===== src/rtl/systolic_pkg.sv =====
// Shared types and helpers for the systolic GEMM engine.
package systolic_pkg;

  typedef enum logic [2:0] {
    IDLE,
    LOAD,
    FEED,
    DRAIN,
    DONE
  } state_t;

  // Width of the skew counter that walks the operand wavefronts through FEED.
  localparam int SKEW_CNT_W = 8;

  // Cycles from the accepting clock edge to the done pulse.
  function automatic int gemm_latency(input int rows, input int cols, input int k);
    return k + rows + cols + 1;
  endfunction

endpackage


===== src/rtl/systolic_gemm_engine_mac_pe.sv =====
// One processing element of the output-stationary array: a multiply-accumulate
// with signed/unsigned operand extension, clear/preload of the accumulator,
// and registered pass-through of A eastwards and B southwards.
module mac_pe
  import systolic_pkg::*;
#(
  parameter int DATA_W = 4,
  parameter int ACC_W  = 16
) (
  input  logic              clock,
  input  logic              nreset,
  input  logic              signed_mode,
  input  logic              clear,
  input  logic              preload,
  input  logic [ACC_W-1:0]  preload_value,
  input  logic              mac_en,
  input  logic [DATA_W-1:0] a_in,
  input  logic [DATA_W-1:0] b_in,
  output logic [DATA_W-1:0] a_out,
  output logic [DATA_W-1:0] b_out,
  output logic [ACC_W-1:0]  acc
);

  logic [ACC_W-1:0] a_ext;
  logic [ACC_W-1:0] b_ext;
  logic [ACC_W-1:0] product;

  // Extend both operands to the accumulator width so the product wraps modulo 2^ACC_W.
  always_comb begin
    if (signed_mode) begin
      a_ext = {{(ACC_W-DATA_W){a_in[DATA_W-1]}}, a_in};
      b_ext = {{(ACC_W-DATA_W){b_in[DATA_W-1]}}, b_in};
    end else begin
      a_ext = {{(ACC_W-DATA_W){1'b0}}, a_in};
      b_ext = {{(ACC_W-DATA_W){1'b0}}, b_in};
    end
    product = a_ext * b_ext;
  end

  // Accumulator and pass registers; a new job flushes the pipes so no stale operands leak in.
  always_ff @(posedge clock or negedge nreset) begin
    if (!nreset) begin
      acc   <= '0;
      a_out <= '0;
      b_out <= '0;
    end else if (clear) begin
      acc   <= '0;
      a_out <= '0;
      b_out <= '0;
    end else if (preload) begin
      acc   <= preload_value;
      a_out <= '0;
      b_out <= '0;
    end else begin
      a_out <= a_in;
      b_out <= b_in;
      if (mac_en) begin
        acc <= acc + product;
      end
    end
  end

endmodule


===== src/rtl/systolic_gemm_engine.sv =====
// Handshaked output-stationary systolic GEMM: C = A x B with start/busy/done
// control, per-job signed mode and accumulate-onto-previous-result mode.
module systolic_gemm_engine
  import systolic_pkg::*;
#(
  parameter int DATA_W = 4,
  parameter int ACC_W  = 16,
  parameter int ROWS   = 3,
  parameter int COLS   = 3,
  parameter int K_DIM  = 3
) (
  input  logic                                    clock,
  input  logic                                    nreset,
  input  logic                                    start,
  input  logic                                    signed_mode,
  input  logic                                    accumulate,
  input  logic [ROWS-1:0][K_DIM-1:0][DATA_W-1:0]  a_input,
  input  logic [K_DIM-1:0][COLS-1:0][DATA_W-1:0]  b_input,
  output logic                                    busy,
  output logic                                    done,
  output logic [ROWS-1:0][COLS-1:0][ACC_W-1:0]    c_out
);

  // FEED length is the total latency minus the LOAD, DRAIN and DONE cycles.
  localparam int FEED_CYCLES = gemm_latency(ROWS, COLS, K_DIM) - 3;
  localparam logic [SKEW_CNT_W-1:0] LAST_T = SKEW_CNT_W'(FEED_CYCLES - 1);

  state_t state;
  state_t next_state;

  logic                   accept;
  logic                   pe_load;
  logic                   feed_en;
  logic                   mac_en;
  logic                   capture;
  logic [SKEW_CNT_W-1:0]  t_cnt;

  logic [ROWS-1:0][K_DIM-1:0][DATA_W-1:0] a_reg;
  logic [K_DIM-1:0][COLS-1:0][DATA_W-1:0] b_reg;
  logic                                   signed_reg;
  logic                                   accum_reg;

  logic [DATA_W-1:0] row_next [ROWS];
  logic [DATA_W-1:0] col_next [COLS];
  logic [DATA_W-1:0] row_feed [ROWS];
  logic [DATA_W-1:0] col_feed [COLS];

  logic [DATA_W-1:0] a_link [ROWS][COLS+1];
  logic [DATA_W-1:0] b_link [ROWS+1][COLS];
  logic [ACC_W-1:0]  pe_acc [ROWS][COLS];

  // The done cycle still counts as busy so a start arriving with done is refused.
  assign busy = (state != IDLE) || done;

  // State register.
  always_ff @(posedge clock or negedge nreset) begin
    if (!nreset) begin
      state <= IDLE;
    end else begin
      state <= next_state;
    end
  end

  // Next-state logic: one LOAD, FEED for the skew window, one DRAIN, one DONE.
  always_comb begin
    next_state = state;
    case (state)
      IDLE:    if (start && !done) next_state = LOAD;
      LOAD:    next_state = FEED;
      FEED:    if (t_cnt == LAST_T) next_state = DRAIN;
      DRAIN:   next_state = DONE;
      DONE:    next_state = IDLE;
      default: next_state = IDLE;
    endcase
  end

  // Per-state control strobes for the datapath.
  always_comb begin
    accept  = 1'b0;
    pe_load = 1'b0;
    feed_en = 1'b0;
    mac_en  = 1'b0;
    capture = 1'b0;
    case (state)
      IDLE:    accept = start && !done;
      LOAD:    pe_load = 1'b1;
      FEED: begin
        feed_en = 1'b1;
        mac_en  = 1'b1;
      end
      DRAIN:   mac_en = 1'b1;
      DONE:    capture = 1'b1;
      default: ;
    endcase
  end

  // Skew counter: restarts in LOAD and advances once per FEED cycle.
  always_ff @(posedge clock or negedge nreset) begin
    if (!nreset) begin
      t_cnt <= '0;
    end else if (pe_load) begin
      t_cnt <= '0;
    end else if (feed_en) begin
      t_cnt <= t_cnt + 1'b1;
    end
  end

  // Operands and mode bits are latched on accept so the input buses are free afterwards.
  always_ff @(posedge clock or negedge nreset) begin
    if (!nreset) begin
      a_reg      <= '0;
      b_reg      <= '0;
      signed_reg <= 1'b0;
      accum_reg  <= 1'b0;
    end else if (accept) begin
      a_reg      <= a_input;
      b_reg      <= b_input;
      signed_reg <= signed_mode;
      accum_reg  <= accumulate;
    end
  end

  // Skewed edge values: row i carries A[i][t-i], column j carries B[t-j][j], zero outside the window.
  always_comb begin
    for (int i = 0; i < ROWS; i++) begin
      row_next[i] = '0;
      for (int k = 0; k < K_DIM; k++) begin
        if (feed_en && (t_cnt == SKEW_CNT_W'(i + k))) row_next[i] = a_reg[i][k];
      end
    end
    for (int j = 0; j < COLS; j++) begin
      col_next[j] = '0;
      for (int k = 0; k < K_DIM; k++) begin
        if (feed_en && (t_cnt == SKEW_CNT_W'(j + k))) col_next[j] = b_reg[k][j];
      end
    end
  end

  // Edge feeder registers driving the west column and north row of the array.
  always_ff @(posedge clock or negedge nreset) begin
    if (!nreset) begin
      for (int i = 0; i < ROWS; i++) row_feed[i] <= '0;
      for (int j = 0; j < COLS; j++) col_feed[j] <= '0;
    end else begin
      for (int i = 0; i < ROWS; i++) row_feed[i] <= row_next[i];
      for (int j = 0; j < COLS; j++) col_feed[j] <= col_next[j];
    end
  end

  for (genvar gi = 0; gi < ROWS; gi++) begin : g_row_edge
    assign a_link[gi][0] = row_feed[gi];
  end

  for (genvar gj = 0; gj < COLS; gj++) begin : g_col_edge
    assign b_link[0][gj] = col_feed[gj];
  end

  for (genvar gi = 0; gi < ROWS; gi++) begin : g_pe_row
    for (genvar gj = 0; gj < COLS; gj++) begin : g_pe_col
      mac_pe #(
        .DATA_W (DATA_W),
        .ACC_W  (ACC_W)
      ) u_pe (
        .clock         (clock),
        .nreset        (nreset),
        .signed_mode   (signed_reg),
        .clear         (pe_load && !accum_reg),
        .preload       (pe_load && accum_reg),
        .preload_value (c_out[gi][gj]),
        .mac_en        (mac_en),
        .a_in          (a_link[gi][gj]),
        .b_in          (b_link[gi][gj]),
        .a_out         (a_link[gi][gj+1]),
        .b_out         (b_link[gi+1][gj]),
        .acc           (pe_acc[gi][gj])
      );
    end
  end

  // Result register and done pulse, both updated on the edge that ends DONE.
  always_ff @(posedge clock or negedge nreset) begin
    if (!nreset) begin
      c_out <= '0;
      done  <= 1'b0;
    end else begin
      done <= capture;
      if (capture) begin
        for (int i = 0; i < ROWS; i++) begin
          for (int j = 0; j < COLS; j++) begin
            c_out[i][j] <= pe_acc[i][j];
          end
        end
      end
    end
  end

endmodule


===== config.mk =====
export PLATFORM = sky130hd
export DESIGN_NAME = systolic_gemm_engine
export DESIGN_NICKNAME = d
export VERILOG_FILES = /design/src/rtl/systolic_pkg.sv /design/src/rtl/systolic_gemm_engine_mac_pe.sv /design/src/rtl/systolic_gemm_engine.sv
export SDC_FILE = /design/constraint.sdc
export NUM_CORES = 2
export LEC_CHECK = 0
export BUFFER_PORTS_ARGS = -buffer_cell sky130_fd_sc_hd__buf_2
export CORE_MARGIN = 1
export CORE_UTILIZATION = 31
export CTS_BUF_LIST = sky130_fd_sc_hd__clkbuf_16
export DETAILED_ROUTE_END_ITERATION = 12
export PLACE_DENSITY_LB_ADDON = 0.2
export SYNTH_ARGS = -nofsm -noshare
export SYNTH_HDL_FRONTEND = slang
export SYNTH_HIERARCHICAL = 1
export SYNTH_SLANG_ARGS = --single-unit
export TNS_END_PERCENT = 1

===== constraint.sdc =====
create_clock -name clock -period 19.2 [get_ports clock]
set_input_delay 3.84 -clock clock [delete_from_list [all_inputs] [get_ports clock]]
set_output_delay 3.84 -clock clock [all_outputs]
set_load 0.05 [all_outputs]

==> run metrics <==
status finished clean; largest net degree at the start of global routing 100; YS warnings 6; Resize count post-CTS 0; Worst Path Max Fanout 51; delay-heaviest family, CP adder cells; finished layout cell area 52,170 um^2; Post-Place Cell Area 50,340 um^2; Setup crit end kind flop; worst hold-check path type reg2reg; Remaining Overflow, GRT 0; Worst Tran Pin Value 0.9742 ns; post-CTS setup buffer count 0; cts hold-fix bufs 0; Initial Utilization 31.39%; detailed-route vias per instance 4.512; final std cells w/o fill 7,060; Internal Power 2975 uW; critical path type reg2reg; crit-path max cell delay 0.76 ns; Die X 392.4 um; Core Rows 142; buffers added on ports 222; antenna violations before repair 5; # diodes 0; register area 11,160 um^2; I/O pins 223; gr usage total 16.09%; clk buf depth 3; clock-pin slew on the worst setup and hold paths 0.06 ns; H-tree Lvls 2; initial DRC count 1,109; syn avg cell area 9.735 um^2; CP Cell Sequence buf_4 -> and3_1 -> inv_1 -> fa_1 -> inv_1 -> fa_1 -> inv_1 -> fa_1 -> inv_1 -> fa_1 -> fa_1 -> inv_1 -> fa_1 -> inv_1 -> ha_1 -> a21o_1 -> a21oi_1 -> o21ai_0 -> a41oi_1 -> xnor2_1 -> o22ai_1; die area 154,000 um^2; DRC viols 0; Util after Layout 34.67%; first-pass GRT wire length 193,800 um; CTS tree yes; Fillers 15,537; Mapped Cells 4,853; net switching power 2736 uW; Power Dens Cells 109.5 nW/um^2; CP arrival 7.53 ns; Worst Path Required 19.72 ns; Root Driver clkbuf_16; cts bufs inserted 60; Logic pwr share 51.0%; commonest non-fill, non-tap cell in the layout inv_1; max frequency 142.5 MHz; leakage power 0.02818 uW; Seq pwr share 30.4%; VDD IR-drop max 69.46 uV; Max Transition Viols Final 0; biggest regs c_out: 144 flops, g_pe_row.g_pe_col.u_pe/acc: 144 flops; clk_lat worst skew 0.68 ns; Bufs and invs on worst path 7; MaxCap Viol Count 0; layout overhead on the synthesized area 10.43%; vias in the first global route 34,170; Hold Fails Final Rpt 0; Worst Setup Start Kind flop; die height 392.4 um; most frequent cells in the layout inv_1 (1,279), fa_1 (576), ha_1 (454); Sink Count 446; GP Congestion 0.8144; final setup fails 0; Sw Share 47.91%; PnR Total Power 5712 uW; Setup TNS 0 ns; HPWL after DPL 94,680 um; multi-input logic area 30,530 um^2; drt first pass iters 5; core box area 150,500 um^2; RSZ-0062 raised after global routing no; Mapped Area 47,250 um^2; fin crit share 36.54%; Final min period 7.016 ns; Syn Nets 5,960; Rel. slew slack 34.86%; share of layout cells above drive strength 1 11.95%; CP max stage cell dfrtp_4; DRT antenna net count 0; routed vias 31,857; Final Skew 0.02385 ns; routed length per instance 16.93 um; Total Nets Final 6,104; drt total wl 119,500 um; Clk network pwr share 18.6%; dpl cells 6,951
## metrics by stage
stage	setup slack, ns	hold slack [ns]
final	12.18	0.5013
after detailed placement	12.21	0.4917
after floorplan	12.94	0.4792
after global placement	12.27	0.4857
after CTS	12.19	0.5068
after global routing	11.68	0.5121
## final timing paths
| kind | start | to | slack, ns | cells after the start |
|---|---|---|---|---|
| min in group asynchronous | nreset | a_reg[1] | 3.15 | 1 |
| worst min-delay path | g_pe_row[0].g_pe_col[0].u_pe/acc[12] | c_out[12] | 0.50 | 1 |
| max in group asynchronous | nreset | c_out[125] | 13.68 | 3 |
| worst max register to register | signed_reg | g_pe_row[2].g_pe_col[0].u_pe/acc[15] | 12.18 | 21 |
| worst max-delay path | signed_reg | g_pe_row[2].g_pe_col[0].u_pe/acc[15] | 12.18 | 21 |
| worst min register to register | g_pe_row[0].g_pe_col[0].u_pe/acc[12] | c_out[12] | 0.50 | 1 |
## power groups by stage
| stage | Combinational (uW) | Sequential [uW] | Clock (uW) |
|---|---|---|---|
| after global routing | 3300 | 1800 | 1150 |
| after global placement | 2950 | 1760 | 0 |
| final | 2910 | 1740 | 1060 |
| after floorplan | 1920 | 1890 | 0 |
| after CTS | 2990 | 1750 | 1120 |
| after detailed placement | 2970 | 1770 | 0 |
## worst reg2reg max path, stage by stage (launching register included)
cell and delay (ns):
dfrtp_4 0.76, buf_4 0.59, and3_1 0.61, inv_1 0.12, fa_1 0.72, inv_1 0.23, fa_1 0.56, inv_1 0.05
fa_1 0.39, inv_1 0.08, fa_1 0.43, fa_1 0.54, inv_1 0.05, fa_1 0.47, inv_1 0.05, ha_1 0.34
a21o_1 0.19, a21oi_1 0.16, o21ai_0 0.11, a41oi_1 0.20, xnor2_1 0.16, o22ai_1 0.09
## layout make-up
class,instances,area share (%)
repair buffers,248,2.547
clock inverters,49,0.6379
well taps,2016,4.835
inverters,1277,9.190
flip-flops and latches,446,21.40
multi-input cells,2964,58.51
clock buffers,60,2.878
## routing by layer
| layer | track usage, % | share of wire (%) | up-vias |
|---|---|---|---|
| met5 | 0 | 0.018 | - |
| met4 | 4.332 | 2.6 | 4 |
| met3 | 2.457 | 3.6 | 131 |
| met2 | 26.49 | 47 | 375 |
| met1 | 21.88 | 47 | 15895 |
| li1 | - | - | 15452 |
No activity file was read; power rests on OpenSTA's default activity.
